### config.mk
export PLATFORM = sky130hd
export DESIGN_NAME = fmpu_sched
export DESIGN_NICKNAME = d
export VERILOG_FILES = /design/src/rtl/fmpu_pkg.sv /design/src/rtl/fmpu_rr_arb.sv /design/src/rtl/fmpu_sched.sv
export SDC_FILE = /design/constraint.sdc
export NUM_CORES = 1
export LEC_CHECK = 0
export BUFFER_PORTS_ARGS = -buffer_cell sky130_fd_sc_hd__buf_2
export CAP_MARGIN = 20
export CORE_MARGIN = 4
export CORE_UTILIZATION = 50
export DETAILED_ROUTE_END_ITERATION = 6
export GPL_ROUTABILITY_DRIVEN = 0
export HOLD_SLACK_MARGIN = 0.08
export PLACE_DENSITY = 0.84
export SKIP_LAST_GASP = 1
export SLEW_MARGIN = 30
export SYNTH_ARGS = -nofsm -noshare
export SYNTH_HDL_FRONTEND = slang
export SYNTH_HIERARCHICAL = 1
export SYNTH_SLANG_ARGS = --single-unit
export TNS_END_PERCENT = 20
### constraint.sdc
create_clock -name clk_alu -period 3.1 [get_ports clk_alu]
set_input_delay 0.155 -clock clk_alu [delete_from_list [all_inputs] [get_ports clk_alu]]
set_output_delay 0.155 -clock clk_alu [all_outputs]
set_load 0.02 [all_outputs]
### src/rtl/fmpu_pkg.sv
// rtl/fmpu_pkg.sv - FP16 field widths, requester state enum and operand unpack helper
package fmpu_pkg;

    localparam int SIGN_W  = 1;
    localparam int EXP_W   = 5;
    localparam int FRAC_W  = 10;
    localparam int MANT_W  = 11;
    localparam int PMANT_W = 22;
    localparam int PEXP_W  = 6;

    typedef enum logic [1:0] {
        IDLE = 2'd0,
        BUSY = 2'd1,
        DONE = 2'd2
    } req_state_e;

    typedef struct packed {
        logic [SIGN_W-1:0] sgn;
        logic [EXP_W-1:0]  ex;
        logic [MANT_W-1:0] mant;
    } fp16_fields_t;

    // Raw field split; the hidden bit is the only derived value, specials pass through untouched.
    function automatic fp16_fields_t fp16_unpack(input logic [15:0] word);
        fp16_fields_t f;
        f.sgn  = word[15];
        f.ex   = word[14:10];
        f.mant = {(word[14:10] != 5'd0), word[FRAC_W-1:0]};
        return f;
    endfunction

endpackage

### src/rtl/fmpu_rr_arb.sv
// rtl/fmpu_rr_arb.sv - round-robin arbiter, one-hot grant searched from last_grant+1
module fmpu_rr_arb #(
    parameter int NREQ  = 2,
    parameter int TAG_W = (NREQ > 1) ? $clog2(NREQ) : 1
) (
    input  logic             clk,
    input  logic             rst_n,
    input  logic [NREQ-1:0]  eligible,
    input  logic             advance,
    output logic [NREQ-1:0]  grant,
    output logic [TAG_W-1:0] last_grant
);

    logic [TAG_W-1:0] win;
    logic             found;

    // Nearest eligible requester after last_grant wins; indices stay constant after unrolling.
    always_comb begin
        grant = '0;
        win   = last_grant;
        found = 1'b0;
        for (int k = 1; k <= NREQ; k++) begin
            for (int j = 0; j < NREQ; j++) begin
                if (!found && (int'(last_grant) == j) && eligible[(j + k) % NREQ]) begin
                    grant[(j + k) % NREQ] = 1'b1;
                    win                   = TAG_W'((j + k) % NREQ);
                    found                 = 1'b1;
                end
            end
        end
    end

    // Pointer moves only when a grant is actually taken; reset gives requester 0 first priority.
    always_ff @(posedge clk or negedge rst_n) begin
        if (!rst_n) begin
            last_grant <= TAG_W'(NREQ - 1);
        end else if (advance) begin
            last_grant <= win;
        end
    end

endmodule

### src/rtl/fmpu_sched.sv
// rtl/fmpu_sched.sv - shares one fmpu multiplier among NREQ requesters with tagged in-order returns
module fmpu_sched
    import fmpu_pkg::*;
#(
    parameter int NREQ    = 2,
    parameter int MUL_LAT = 1,
    parameter int TAG_W   = (NREQ > 1) ? $clog2(NREQ) : 1
) (
    input  logic                    clk_alu,
    input  logic                    rst_alu_n,
    input  logic [NREQ-1:0]         req_valid,
    output logic [NREQ-1:0]         req_ready,
    input  logic [16*NREQ-1:0]      req_a,
    input  logic [16*NREQ-1:0]      req_b,
    output logic [MANT_W-1:0]       mul_a_mant,
    output logic [MANT_W-1:0]       mul_b_mant,
    output logic [EXP_W-1:0]        mul_a_exp,
    output logic [EXP_W-1:0]        mul_b_exp,
    output logic                    mul_a_sign,
    output logic                    mul_b_sign,
    input  logic [PMANT_W-1:0]      mul_res_mant,
    input  logic [PEXP_W-1:0]       mul_res_exp,
    input  logic                    mul_res_sign,
    output logic [NREQ-1:0]         rsp_valid,
    input  logic [NREQ-1:0]         rsp_ready,
    output logic [PMANT_W*NREQ-1:0] rsp_mant,
    output logic [PEXP_W*NREQ-1:0]  rsp_exp,
    output logic [NREQ-1:0]         rsp_sign,
    output logic                    busy
);

    req_state_e       state     [NREQ];
    req_state_e       state_nxt [NREQ];
    logic [NREQ-1:0]  eligible;
    logic [NREQ-1:0]  grant;
    logic [TAG_W-1:0] last_grant;
    logic [15:0]      sel_a, sel_b;
    fp16_fields_t     fa, fb;
    logic [MUL_LAT:0] pipe_valid;
    logic [TAG_W-1:0] tag_q [MUL_LAT];
    logic             exit_valid;
    logic [TAG_W-1:0] exit_tag;

    fmpu_rr_arb #(.NREQ(NREQ), .TAG_W(TAG_W)) u_arb (
        .clk        (clk_alu),
        .rst_n      (rst_alu_n),
        .eligible   (eligible),
        .advance    (|grant),
        .grant      (grant),
        .last_grant (last_grant)
    );

    assign req_ready  = grant;
    assign exit_valid = pipe_valid[MUL_LAT];
    assign exit_tag   = tag_q[MUL_LAT-1];

    // One-hot operand select of the granted requester, then FP16 field split.
    always_comb begin
        sel_a = '0;
        sel_b = '0;
        for (int i = 0; i < NREQ; i++) begin
            if (grant[i]) begin
                sel_a = req_a[i*16 +: 16];
                sel_b = req_b[i*16 +: 16];
            end
        end
        fa = fp16_unpack(sel_a);
        fb = fp16_unpack(sel_b);
    end

    // Operand registers load only on a grant so the multiplier inputs stay quiet otherwise.
    always_ff @(posedge clk_alu or negedge rst_alu_n) begin
        if (!rst_alu_n) begin
            mul_a_mant <= '0;
            mul_b_mant <= '0;
            mul_a_exp  <= '0;
            mul_b_exp  <= '0;
            mul_a_sign <= 1'b0;
            mul_b_sign <= 1'b0;
        end else if (|grant) begin
            mul_a_mant <= fa.mant;
            mul_b_mant <= fb.mant;
            mul_a_exp  <= fa.ex;
            mul_b_exp  <= fb.ex;
            mul_a_sign <= fa.sgn;
            mul_b_sign <= fb.sgn;
        end
    end

    // Tag pipeline: stage 0 carries only valid because the arbiter pointer already holds
    // the winner during the cycle after the grant; tags are registered from stage 1 on.
    always_ff @(posedge clk_alu or negedge rst_alu_n) begin
        if (!rst_alu_n) begin
            pipe_valid <= '0;
            for (int s = 0; s < MUL_LAT; s++) tag_q[s] <= '0;
        end else begin
            pipe_valid[0] <= |grant;
            for (int s = 1; s <= MUL_LAT; s++) pipe_valid[s] <= pipe_valid[s-1];
            tag_q[0] <= last_grant;
            for (int s = 1; s < MUL_LAT; s++) tag_q[s] <= tag_q[s-1];
        end
    end

    // Result capture into the slot of the exiting tag; data holds until the next capture.
    always_ff @(posedge clk_alu or negedge rst_alu_n) begin
        if (!rst_alu_n) begin
            rsp_mant <= '0;
            rsp_exp  <= '0;
            rsp_sign <= '0;
        end else if (exit_valid) begin
            for (int i = 0; i < NREQ; i++) begin
                if (exit_tag == TAG_W'(i)) begin
                    rsp_mant[i*PMANT_W +: PMANT_W] <= mul_res_mant;
                    rsp_exp[i*PEXP_W +: PEXP_W]    <= mul_res_exp;
                    rsp_sign[i]                    <= mul_res_sign;
                end
            end
        end
    end

    // Per-requester state register.
    always_ff @(posedge clk_alu or negedge rst_alu_n) begin
        if (!rst_alu_n) begin
            for (int i = 0; i < NREQ; i++) state[i] <= IDLE;
        end else begin
            for (int i = 0; i < NREQ; i++) state[i] <= state_nxt[i];
        end
    end

    // Per-requester next state, eligibility, response valid and aggregate busy.
    always_comb begin
        busy = 1'b0;
        for (int i = 0; i < NREQ; i++) begin
            state_nxt[i] = state[i];
            case (state[i])
                IDLE:    if (grant[i]) state_nxt[i] = BUSY;
                BUSY:    if (exit_valid && (exit_tag == TAG_W'(i))) state_nxt[i] = DONE;
                DONE:    if (rsp_ready[i]) state_nxt[i] = IDLE;
                default: state_nxt[i] = IDLE;
            endcase
            eligible[i]  = req_valid[i] && (state[i] == IDLE);
            rsp_valid[i] = (state[i] == DONE);
            if (state[i] != IDLE) busy = 1'b1;
        end
    end

endmodule

Word level (Yosys, flattened, before mapping)
Cells that the tools add are included.
- equality and inequality tests: 10
- mux-type cells: 24
- reductions and logical operators: 27
- bitwise gates (word level): 2
- operators by type and width (operator ; count):
    2-to-1 mux 16 bit ; 4
    2-to-1 mux 1 bit ; 12
    2-to-1 mux 2 bit ; 6
    case mux 2 bit (3 select lines) ; 2
    logical AND 1 bit ; 11
    nonzero test 5 bit ; 2
    inequality test 2 bit (second input constant) ; 4
    AND reduction 2 bit ; 3
    AND reduction 3 bit ; 2
    == test 2 x 1 -> 1 bit (second input constant) ; 2
    == test 2 bit (second input constant) ; 2
    logical NOT 2 bit ; 2
    inequality test 2 x 1 -> 1 bit (second input constant) ; 2
    nonzero test 2 bit ; 2
    nonzero test 4 bit ; 1
    logical NOT 1 bit ; 3
    inverter 1 bit ; 2
    OR reduction 2 bit ; 1
- input bits: 99
- output and inout bits: 97
- flip-flop bits (word level): 100
- word-level logic and storage cells: 80

Longest topological paths before layout
- depth after elaboration: 18
- gate-level depth with buffers: 6
- mapped depth without buffers: 5

Cells and area by module
The synthesis kept the hierarchy.
- by module, submodules not included (module ; area an instance (µm²) ; sequential area each (µm²) ; instances ; cells an instance):
    fmpu_sched ; 4045.1 ; 2477.4 ; 1 ; 300
    fmpu_rr_arb ; 56.3 ; 26.3 ; 1 ; 6

Least setup slack after synthesis
No wires, ideal clock.
- path type: reg-to-reg
- start: register state[0] in the netlist's numbering
- end: register mul_a_mant[0]
- stages on the path, launching flop included: 7
- period minus slack after synthesis: 2.234 ns
- path slack: 0.866 ns
- setup time: 0.083 ns
- required time: 3.017 ns
- buffers on the path: 2
- arrival: 2.151 ns
- cells stage by stage: dfrtp_1 > nor3b_1 > a21boi_0 > buf_2 > clkbuf_1 > nand2_1 > o21ai_0
- cells in the longest elaborated chain, start to end: 17
- elaborated cells on any way between the ends: 21
- those cells by class: mux (8); reduce/logical (13)
- ends and longest elaborated chain (what ; RTL line ; text):
    start, declared ; fmpu_sched.sv:32 ; req_state_e state [NREQ];
    logical NOT 2 bit * ; fmpu_sched.sv:141 ; eligible[i] = req_valid[i] && (state[i] == IDLE);
    logical AND 1 bit * ; fmpu_sched.sv:141 ;
    net eligible[1] ; fmpu_sched.sv:34 ; logic [NREQ-1:0] eligible;
    logical AND 1 bit ; fmpu_rr_arb.sv:24 ; if (!found && (int'(last_grant) == j) && eligible[(j + k) % NREQ]) begin
    2-to-1 mux 1 bit ; fmpu_rr_arb.sv:24 ;
    logical NOT 1 bit ; fmpu_rr_arb.sv:24 ;
    logical AND 1 bit (2 in series) ; fmpu_rr_arb.sv:24 ;
    2-to-1 mux 1 bit ; fmpu_rr_arb.sv:24 ;
    logical NOT 1 bit ; fmpu_rr_arb.sv:24 ;
    logical AND 1 bit (2 in series) ; fmpu_rr_arb.sv:24 ;
    2-to-1 mux 1 bit ; fmpu_rr_arb.sv:24 ;
    logical NOT 1 bit ; fmpu_rr_arb.sv:24 ;
    logical AND 1 bit (2 in series) ; fmpu_rr_arb.sv:24 ;
    2-to-1 mux 1 bit * ; fmpu_rr_arb.sv:24 ;
    net req_ready[1] ; fmpu_sched.sv:12 ; output logic [NREQ-1:0] req_ready,
    2-to-1 mux 16 bit or OR reduction 2 bit (tied branches) ; fmpu_sched.sv:62, fmpu_sched.sv:80 ;
    end signal, assigned ; fmpu_sched.sv:81 ; mul_a_mant <= fa.mant;
    end, declared ; fmpu_sched.sv:15 ; output logic [MANT_W-1:0] mul_a_mant,
The timed path passes the listed nets; every way through them passes the cells marked *.
A chain may end at the register's enable or synchronous reset.

Worst setup path after layout
- start: register state[0] in the netlist's numbering
- end: register mul_b_mant[5]
- cells in the longest elaborated chain, start to end: 17
- elaborated cells on any way between the ends: 21
- those cells by class: mux (8); reduce/logical (13)
- ends and longest elaborated chain (what ; RTL line ; text):
    logical NOT 2 bit * ; fmpu_sched.sv:141 ;
    logical AND 1 bit * ; fmpu_sched.sv:141 ;
    net eligible[1] ; fmpu_sched.sv:34 ;
    logical AND 1 bit ; fmpu_rr_arb.sv:24 ;
    2-to-1 mux 1 bit ; fmpu_rr_arb.sv:24 ;
    logical NOT 1 bit ; fmpu_rr_arb.sv:24 ;
    logical AND 1 bit (2 in series) ; fmpu_rr_arb.sv:24 ;
    2-to-1 mux 1 bit ; fmpu_rr_arb.sv:24 ;
    logical NOT 1 bit ; fmpu_rr_arb.sv:24 ;
    logical AND 1 bit (2 in series) ; fmpu_rr_arb.sv:24 ;
    2-to-1 mux 1 bit ; fmpu_rr_arb.sv:24 ;
    logical NOT 1 bit ; fmpu_rr_arb.sv:24 ;
    logical AND 1 bit (2 in series) ; fmpu_rr_arb.sv:24 ;
    2-to-1 mux 1 bit ; fmpu_rr_arb.sv:24 ;
    2-to-1 mux 16 bit or OR reduction 2 bit (tied branches) ; fmpu_sched.sv:62, fmpu_sched.sv:80 ;
    end signal, assigned ; fmpu_sched.sv:82 ; mul_b_mant <= fb.mant;
    end, declared ; fmpu_sched.sv:16 ; output logic [MANT_W-1:0] mul_b_mant,
Marks and branches as above.

==> out/metrics.csv <==
stage,metric,value,unit
cts,Longest Clk Path Bufs,2,
timing,"Slew Viols, Final",0,
global_route,Global Route Usage Sum,24.8,%
setup_path,cells on worst reg2reg path,5,
timing,Setup TNS,0,ps
setup_path,endpoint class of the critical path,flop,
global_route,first-pass GRT wire length,19.1,mm
synthesis,"Seq/Total Area, Yosys",61.0,%
power_and_ir_drop,net load switching power,0.00265,W
timing,skew final,10.6,ps
setup_path,crit path DAT,2940,ps
run,Max Cap Violations,0,
global_route,initial antenna violation count,0,
timing,Max Clk Rate,371,MHz
detailed_routing,number of routed nets with antenna violations,0,
die,starting density of the core,52.3,%
timing,Worst-Margin Slew,642,ps
hold_path,Worst Hold Class,input pin to flop,
cts,CTS tree,built,
hold_path,Hold Path Depth,3,
setup_path,startpoint types,flop,
timing,period utilisation layout,87.0,%
timing,RSZ-0062 raised after global routing,false,
power_and_ir_drop,PwrDens,1060,mW/mm²
global_route,largest net degree at the start of global routing,53,
die,IO Count,196,
setup_path,Crit Path Class,flop to flop,
synthesis,dominant cell type by area after synthesis,dfrtp_1,
synthesis,top post-synthesis cells by area,"dfrtp_1 (60%), mux2_2 (17%), mux2i_1 (7.6%), o21ai_0 (3.8%), nand2_1 (2.8%)",
layout,Seq. cell area,0.00250,mm²
synthesis,post-synthesis cell count,306,
layout,Filler cells,457,
detailed_routing,Initial DRC Count,102,
cts,CTS Sinks,100,
power_and_ir_drop,Int Power,0.00378,W
layout,nets,666,
layout,# diodes,0,
power_and_ir_drop,Sw Ratio,41.2,%
setup_path,CP max FO,27,
global_route,total gr overflow,0,
cts,H-tree depth reported by CTS,3,
layout,layout cells sized above 1,49.5,%
cts,CTS buffer count,9,
detailed_routing,detailed-route via count,3501,
cts,Worst-Skew Late Latency,350,ps
die,Die Height,98.6,µm
layout,Final Non-Filler Cells,674,
cts,Post-CTS Setup Inserts,0,
power_and_ir_drop,Tot Pwr,0.00643,W
cts,number of hold buffers added after cts,65,
synthesis,cell area after synthesis,0.00410,mm²
synthesis,Synth Net Count,405,
global_route,vias in the first global route,3854,
cts,Root Buffer,clkbuf_8,
detailed_routing,Routed WL per cell,17.5,µm
layout,area grow syn2layout,47.8,%
power_and_ir_drop,Clock Power Share,14.1,%
placed_design,port bufs,195,
power_and_ir_drop,Leak,2.90,nW
timing,Final Setup Violations,0,
synthesis,#FFs+latches synth,100,
detailed_routing,First-pass DRT Iterations,4,
detailed_routing,DRC,0,
setup_path,WP data required,3340,ps
placed_design,Inst Count DP,593,
cts,Worst-path clk slew,100,ps
die,core outline area,0.00785,mm²
cts,post_cts resized,0,
timing,Slew headroom,57.2,%
placed_design,Post-DP HPWL,7.59,mm
die,Die X,98.6,µm
synthesis,synth unique cells,27,
detailed_routing,WL final,11.8,mm
detailed_routing,DR vias/cell,5.19,
power_and_ir_drop,sequential share of power,36.8,%
layout,area of the multi-input gates,0.00150,mm²
die,DIE AREA,0.00972,mm²
timing,Fin. Hold Viols,0,
outcome,status,"complete, no violations",
synthesis,post-synth top area share,60.4,%
synthesis,syn_area_per_cell,13.4,µm²
power_and_ir_drop,worst vdd ir,0.000563,V
die,# rows,32,
timing,Tmin final,2700,ps
power_and_ir_drop,Logic pwr share,49.1,%
synthesis,synth warn,6,
-- per-stage QoR --
step / cell area, µm² / util [%] / hold slack [ps] / setup WS [ps]
2_1_floorplan: 4100 / - / -141 / 866
3_3_place_gp: 5190 / 66.1 / 208 / 743
3_5_place_dp: 5190 / 66.1 / 221 / 695
4_1_cts: 6060 / 77.3 / 80.6 / 456
5_1_grt: 6060 / 77.3 / 88.4 / 189
6_report: 6060 / 77.3 / 97.6 / 403
-- metal layers --
| metal | global-route usage (%) | routed length, µm |
|---|---|---|
| met1 | 27.9 | 4400 |
| met2 | 44.2 | 6090 |
| met3 | 8.28 | 992 |
| met4 | 8.61 | 322 |
| met5 | 0 | 0 |
-- cell families after synthesis --
group	synth area share (%)
muxes	24.6
DFF	61.0
buffers and inverters	2.84
and+or+nand+nor	6.19
AOI/OAI and AO/OA	5.34
-- layout by cell type, fill, tap and decap left out, types with 2 or more instances in the layout --
cell           count
o21ai_0           31
nand2_1           31
mux2_2            62
inv_1              2
nand2b_1           2
bufinv_16          2
nor2b_1            2
buf_4              7
nor2_1             9
clkbuf_8          10
buf_2            194
mux2i_1           31
dlygate4sd3_1     65
clkinv_4           2
dfrtp_1           99
o211a_1            2
nor3_1             2
nand4b_1           4
nor3b_1            2
a21boi_4           2
-- cell usage after synthesis (all sizes together) --
cell / count
nor2b: 2
nor3: 2
a22o: 1
a311oi: 1
nand4b: 4
a21oi: 1
or4: 1
dfrtp: 99
o211a: 2
dfstp: 1
o21ai: 31
a31oi: 1
mux2: 62
nand3: 1
buf: 12
a21boi: 2
mux2i: 31
nor2: 9
clkbuf: 5
inv: 2
nand2b: 2
nor3b: 2
or2: 1
nand2: 31
-- registers in the layout (all words and copies together), names as in the netlist --
register / count
rsp_mant: 44
rsp_exp: 12
mul_a_mant: 11
mul_b_mant: 11
mul_a_exp: 5
mul_b_exp: 5
state: 4
pipe_valid: 2
rsp_sign: 2
exit_tag: 1
mul_a_sign: 1
mul_b_sign: 1
u_arb/last_grant: 1
-- layout make-up --
| type | count | share of cell area [%] |
|---|---|---|
| timing repair buffer | 267 | 27.9 |
| tap | 102 | 2.10 |
| sequential | 100 | 41.3 |
| clock buffer | 11 | 2.33 |
| multi-input combinational | 187 | 24.8 |
| clock inverter | 5 | 1.40 |
| inverter | 2 | 0.124 |
-- worst max-delay path: stages, from the launching register on --
cell and delay (ps):
dfrtp_1 440, nor3b_1 500, a21boi_4 620, buf_4 340
o21ai_0 120, dlygate4sd3_1 570
-- worst paths after layout --
| path | slack [ps] | start | to |
|---|---|---|---|
| worst max-delay path | 400 | state[0] | mul_b_mant[5] |
| max in group asynchronous | 2040 | rst_alu_n | rsp_mant[43] |
| min in group asynchronous | 370 | rst_alu_n | rsp_mant[29] |
| worst max register to register | 400 | state[0] | mul_b_mant[5] |
| worst min-delay path | 100 | req_a[9] | mul_a_mant[9] |
| worst min register to register | 350 | pipe_valid[0] | pipe_valid[1] |
-- power by group through the flow --
stage | sequential [W] | clock (W) | combinational, W
after global placement | 0.00232 | 0 | 0.00295
after global routing | 0.00245 | 0.000980 | 0.00339
after detailed placement | 0.00236 | 0 | 0.00304
final | 0.00237 | 0.000907 | 0.00315
after floorplan | 0.00307 | 0 | 0.00128
after CTS | 0.00234 | 0.000928 | 0.00312
Note: power is estimated with default switching activity, not from simulation.
